File: config.mk
export PLATFORM = sky130hd
export DESIGN_NAME = pll_reset_sequencer
export DESIGN_NICKNAME = d
export VERILOG_FILES = /design/src/rtl/pll_reset_sequencer.sv
export SDC_FILE = /design/constraint.sdc
export NUM_CORES = 1
export LEC_CHECK = 0
export CORE_UTILIZATION = 40
export DETAILED_ROUTE_END_ITERATION = 8
export GPL_TIMING_DRIVEN = 0
export PLACE_DENSITY = 0.68
export SLEW_MARGIN = 40
export SYNTH_ARGS = -nofsm -noshare
export SYNTH_HDL_FRONTEND = slang
export SYNTH_SLANG_ARGS = --single-unit
export TNS_END_PERCENT = 20
File: constraint.sdc
create_clock -name clock -period 3.3 [get_ports clock]
set_input_delay 0.66 -clock clock [delete_from_list [all_inputs] [get_ports clock]]
set_output_delay 0.66 -clock clock [all_outputs]
set_load 0.05 [all_outputs]
File: src/rtl/pll_reset_sequencer.sv
// Qualifies a raw PLL lock flag and releases NUM_RESETS synchronous domain resets
// in index order, with lock-loss recovery, a saturating loss counter and soft re-sequence.
module pll_reset_sequencer #(
    parameter int unsigned NUM_RESETS         = 3,
    parameter int unsigned LOCK_STABLE_CYCLES = 1024,
    parameter int unsigned STAGGER_CYCLES     = 16,
    parameter int unsigned CNT_W              = 8
) (
    input  logic                  clock,
    input  logic                  reset,
    input  logic                  pll_lock,
    input  logic                  soft_req,
    output logic [NUM_RESETS-1:0] resets,
    output logic                  ready,
    output logic [CNT_W-1:0]      lock_lost_count,
    output logic [1:0]            state
);

    if (NUM_RESETS < 1) begin : g_err_num_resets
        $error("NUM_RESETS must be >= 1");
    end
    if (LOCK_STABLE_CYCLES < 1) begin : g_err_lock_stable
        $error("LOCK_STABLE_CYCLES must be >= 1");
    end
    if (STAGGER_CYCLES < 1) begin : g_err_stagger
        $error("STAGGER_CYCLES must be >= 1");
    end

    localparam int unsigned STAB_W = $clog2(LOCK_STABLE_CYCLES + 1);
    localparam int unsigned STAG_W = $clog2(STAGGER_CYCLES + 1);

    localparam logic [STAB_W-1:0]     STAB_LAST = STAB_W'(LOCK_STABLE_CYCLES - 1);
    localparam logic [STAG_W-1:0]     STAG_LAST = STAG_W'(STAGGER_CYCLES - 1);
    localparam logic [CNT_W-1:0]      CNT_MAX   = {CNT_W{1'b1}};
    localparam logic [NUM_RESETS-1:0] ALL_ONES  = {NUM_RESETS{1'b1}};
    // Pattern with only resets[0] released.
    localparam logic [NUM_RESETS-1:0] FIRST_REL = ALL_ONES << 1;

    typedef enum logic [1:0] {
        StHold    = 2'd0,
        StStable  = 2'd1,
        StRelease = 2'd2,
        StRun     = 2'd3
    } state_t;

    state_t                  state_q, state_d;
    logic                    sync1_q, lock_s;
    logic [STAB_W-1:0]       stab_q, stab_d;
    logic [STAG_W-1:0]       stag_q, stag_d;
    logic [NUM_RESETS-1:0]   resets_q, resets_d;
    logic                    ready_q, ready_d;
    logic [CNT_W-1:0]        lost_q, lost_d;

    always_ff @(posedge clock) begin
        if (reset) begin
            sync1_q  <= 1'b0;
            lock_s   <= 1'b0;
            state_q  <= StHold;
            stab_q   <= '0;
            stag_q   <= '0;
            resets_q <= ALL_ONES;
            ready_q  <= 1'b0;
            lost_q   <= '0;
        end else begin
            sync1_q  <= pll_lock;
            lock_s   <= sync1_q;
            state_q  <= state_d;
            stab_q   <= stab_d;
            stag_q   <= stag_d;
            resets_q <= resets_d;
            ready_q  <= ready_d;
            lost_q   <= lost_d;
        end
    end

    always_comb begin
        state_d  = state_q;
        stab_d   = stab_q;
        stag_d   = stag_q;
        resets_d = resets_q;
        ready_d  = ready_q;
        lost_d   = lost_q;

        // Lock loss wins over soft_req; only losses after the first release are counted.
        if (state_q != StHold && (!lock_s || soft_req)) begin
            state_d  = StHold;
            stab_d   = '0;
            stag_d   = '0;
            resets_d = ALL_ONES;
            ready_d  = 1'b0;
            if (!lock_s && (state_q == StRelease || state_q == StRun) && lost_q != CNT_MAX) begin
                lost_d = lost_q + 1'b1;
            end
        end else begin
            unique case (state_q)
                StHold: begin
                    stab_d   = '0;
                    stag_d   = '0;
                    resets_d = ALL_ONES;
                    ready_d  = 1'b0;
                    if (lock_s && !soft_req) begin
                        if (LOCK_STABLE_CYCLES == 1) begin
                            state_d  = StRelease;
                            resets_d = FIRST_REL;
                        end else begin
                            state_d = StStable;
                            stab_d  = STAB_W'(1);
                        end
                    end
                end
                StStable: begin
                    stab_d = stab_q + 1'b1;
                    if (stab_q == STAB_LAST) begin
                        state_d  = StRelease;
                        stag_d   = '0;
                        resets_d = FIRST_REL;
                    end
                end
                StRelease: begin
                    if (!resets_q[NUM_RESETS-1]) begin
                        state_d = StRun;
                        stag_d  = '0;
                        ready_d = 1'b1;
                    end else if (stag_q == STAG_LAST) begin
                        stag_d   = '0;
                        resets_d = resets_q << 1;
                    end else begin
                        stag_d = stag_q + 1'b1;
                    end
                end
                StRun: begin
                    resets_d = '0;
                    ready_d  = 1'b1;
                end
                default: state_d = StHold;
            endcase
        end
    end

    assign resets          = resets_q;
    assign ready           = ready_q;
    assign lock_lost_count = lost_q;
    assign state           = state_q;

endmodule

==> results.yml <==
run_status:
  run_status: "finished clean"
cts:
  max-clock-path-buffers: 2
  worst_skew_pair.late_latency_ps: 300
  post_cts.resized_instances: 0
  tritoncts: "done"
  post_cts_hold_buffers: 0
  cts.clk_slew.worst_paths_ps: 70
  cts-htree-levels: 2
  cts_post_setup_buffers_inserted: 0
  cts_root_buf: "clkbuf_8"
  numCtsBuffers: 5
  cts_num_sinks: 32
detailed_routing:
  routed_wirelength_mm: 3.70
  dr.first_iter.drc_count: 126
  via_count: 1547
  avgRoutedWirePerCell_um: 13.4
  vias_per_cell: 5.61
  remaining_drc_errors: 0
  dr.pass1.iters: 4
  antenna_left: 0
global_route:
  grt_start_max_net_pins: 11
  antenna_found_initial: 0
  global_route.usage.total: 0.186
  grt_overflow: 0
  wire_length_of_the_first_global_routing_pass_mm: 6.29
  vias_in_the_first_global_route: 1339
setup_path:
  worst_setup_path_end_kind: "output port"
  critPathBufInv: 1
  path_class: "reg -> out"
  critPathTopFamily: "buffers and inverters"
  path_max_fanout: 6
  cp.arrival_ps: 1590
  crit_path_cell_trace: "clkdlybuf4s50_1"
  timing.critical_path.slowest_cell_delay_ps: 850
  worst_setup_path_start_kind: "flop"
  crit_path_top_delay_cell: "clkdlybuf4s50_1"
  cp.required_ps: 2640
logic_synthesis:
  synth-warning-count: 0
  synthDominantAreaCellType: "dfxtp_1"
  netlist.area_leader.share: 0.374
  synth_cell_types: 47
  asyncSetResetFlopFracSynth: 0
  yosys-top-cells-area: "dfxtp_1, ha_1, a21oi_1, nand2_1, nor2_1"
  ys_seq_area_frac: 0.374
  netlist_instances: 201
  synth.avg_cell_area_um2: 8.52
  postSynth.topFlopCell: "dfxtp_1"
  mappedNetlistNets: 214
  netlist_area_mm2: 0.00171
  synth_edf_count: 0
  ffs_latches_synth: 32
die:
  starting_utilization_of_the_core_area: 0.422
  fp-row-count: 23
  dieHeight_um: 67.4
  die_area_mm2: 0.00454
  die_width_um: 67.4
  core_area_mm2: 0.00406
  top_level_ports: 18
placement:
  gp_congestion: 0.810
  buffer_ports.inserted: 17
  hpwl_mm: 2.59
  dp_cells: 268
cells_and_area:
  filler_cell_count: 376
  nNetsFinal: 238
  synthToLayoutAreaGrowth_pct: 19.0
  mostFrequentLayoutCell: "dfxtp_1"
  post_route_cells_drive_above_1_share: 0.0796
  diodes: 0
  stdcell_count: 276
  layout_common_cells: "dfxtp_1, nand2_1, clkdlybuf4s50_1"
  post-route-util: 0.502
sta:
  skew_ps: 6.70
  transition_at_the_pin_with_the_smallest_max_transition_slack_ps: 719
  setup_tns_ps: 0
  setup_viol_count_final: 0
  report.final.slew_viol_count: 0
  finalHoldWorstSlack_ps: 444
  worst_slew_slack_as_a_fraction_of_its_limit: 0.521
  layout_min_cycle_time_ps: 2250
  finalHoldViolCount: 0
  fmaxAchievable_mhz: 444
  finalCritPeriodShare: 0.683
  grt_setup_unrepaired: "false"
power_and_ir_drop:
  total_leakage_power_uw: 0.000708
  vdd.ir_drop.worst_uv: 321
  report.power.total_uw: 1020
  cellPowerDensity_mw_per_mm2: 500
min_path:
  min_path_type: "reg -> reg"
run:
  max_cap_violations: 0
per-layer routing:
| layer | up-vias | track usage | share of wire |
|---|---|---|---|
| li1 | 797 | - | - |
| met1 | 717 | 0.256 | 0.51 |
| met2 | 25 | 0.265 | 0.43 |
| met3 | 8 | 0.0456 | 0.031 |
| met4 | 0 | 0.0957 | 0.021 |
| met5 | - | 0 | 0 |
cells in the mapped netlist, types with 2 or more instances:
cell and n:
dfxtp_1 32, nand2_1 19, a21oi_1 16, nor2_1 16, ha_1 9, inv_1 9, nand3_1 9, o21ai_0 8
nor3_1 6, or4_1 6, and3_1 5, o31ai_1 5, and4_1 4, clkbuf_1 4, a31oi_1 3, mux2i_1 3
nand2b_1 3, nor2b_1 3, o41ai_1 3, or3_1 3, a21o_1 2, a311oi_1 2, a41oi_1 2, buf_2 2
buf_6 2, nand4_1 2, nand4b_1 2, o311a_1 2
where the power goes:
group | total, uW | switching (uW) | internal, uW
sequential | 422 | 17.9 | 404
clock | 319 | 153 | 166
combinational | 278 | 182 | 95.6
total | 1020 | 353 | 665
state kept, by name, indices dropped and copies added, names as in the netlist:
register / cells
lock_lost_count: 8
lock_s: 1
ready: 1
resets: 3
stab_q: 11
stag_q: 5
state: 2
sync1_q: 1
cell families (layout without fill, tap and decap cells):
logic type / after synthesis / in the layout / synth area share
muxes: 4 / 4 / 0.0241
xor gates and xnor gates: 2 / 2 / 0.0102
DFF: 32 / 32 / 0.374
and+or+nand+nor: 85 / 85 / 0.270
buffers and inverters: 18 / 43 / 0.0497
adders and majority gates: 9 / 9 / 0.0658
AOI/OAI and AO/OA: 51 / 51 / 0.206
area by class of cell:
class                           count  area, um^2  share of cell area
Buffer                              8        47.5              0.0233
Clock buffer                        6        82.6              0.0405
Clock inverter                      2        10.0             0.00491
Inverter                           10        37.5              0.0184
Multi-Input combinational cell    151         986               0.484
Sequential cell                    32         641               0.314
Tap cell                           50        62.6              0.0307
Timing Repair Buffer               17         170              0.0835
per-stage QoR:
step / worst slack [ps] / instance area, um^2
4_1_cts: 1050 / 2040
3_5_place_dp: 786 / 1940
5_1_grt: 910 / 2040
3_3_place_gp: 775 / 1940
2_1_floorplan: 925 / 1710
6_report: 1050 / 2040
final timing paths:
path | startpoint | end | slack [ps] | depth (start not counted)
setup reg to reg | state[1] | lock_lost_count[4] | 1070 | 6
setup / recovery | state[1] | state[1] | 1050 | 1
hold / removal | stag_q[4] | stag_q[4] | 440 | 2
hold reg to reg | stag_q[4] | stag_q[4] | 440 | 2
No activity file was read; power rests on OpenSTA's default activity.
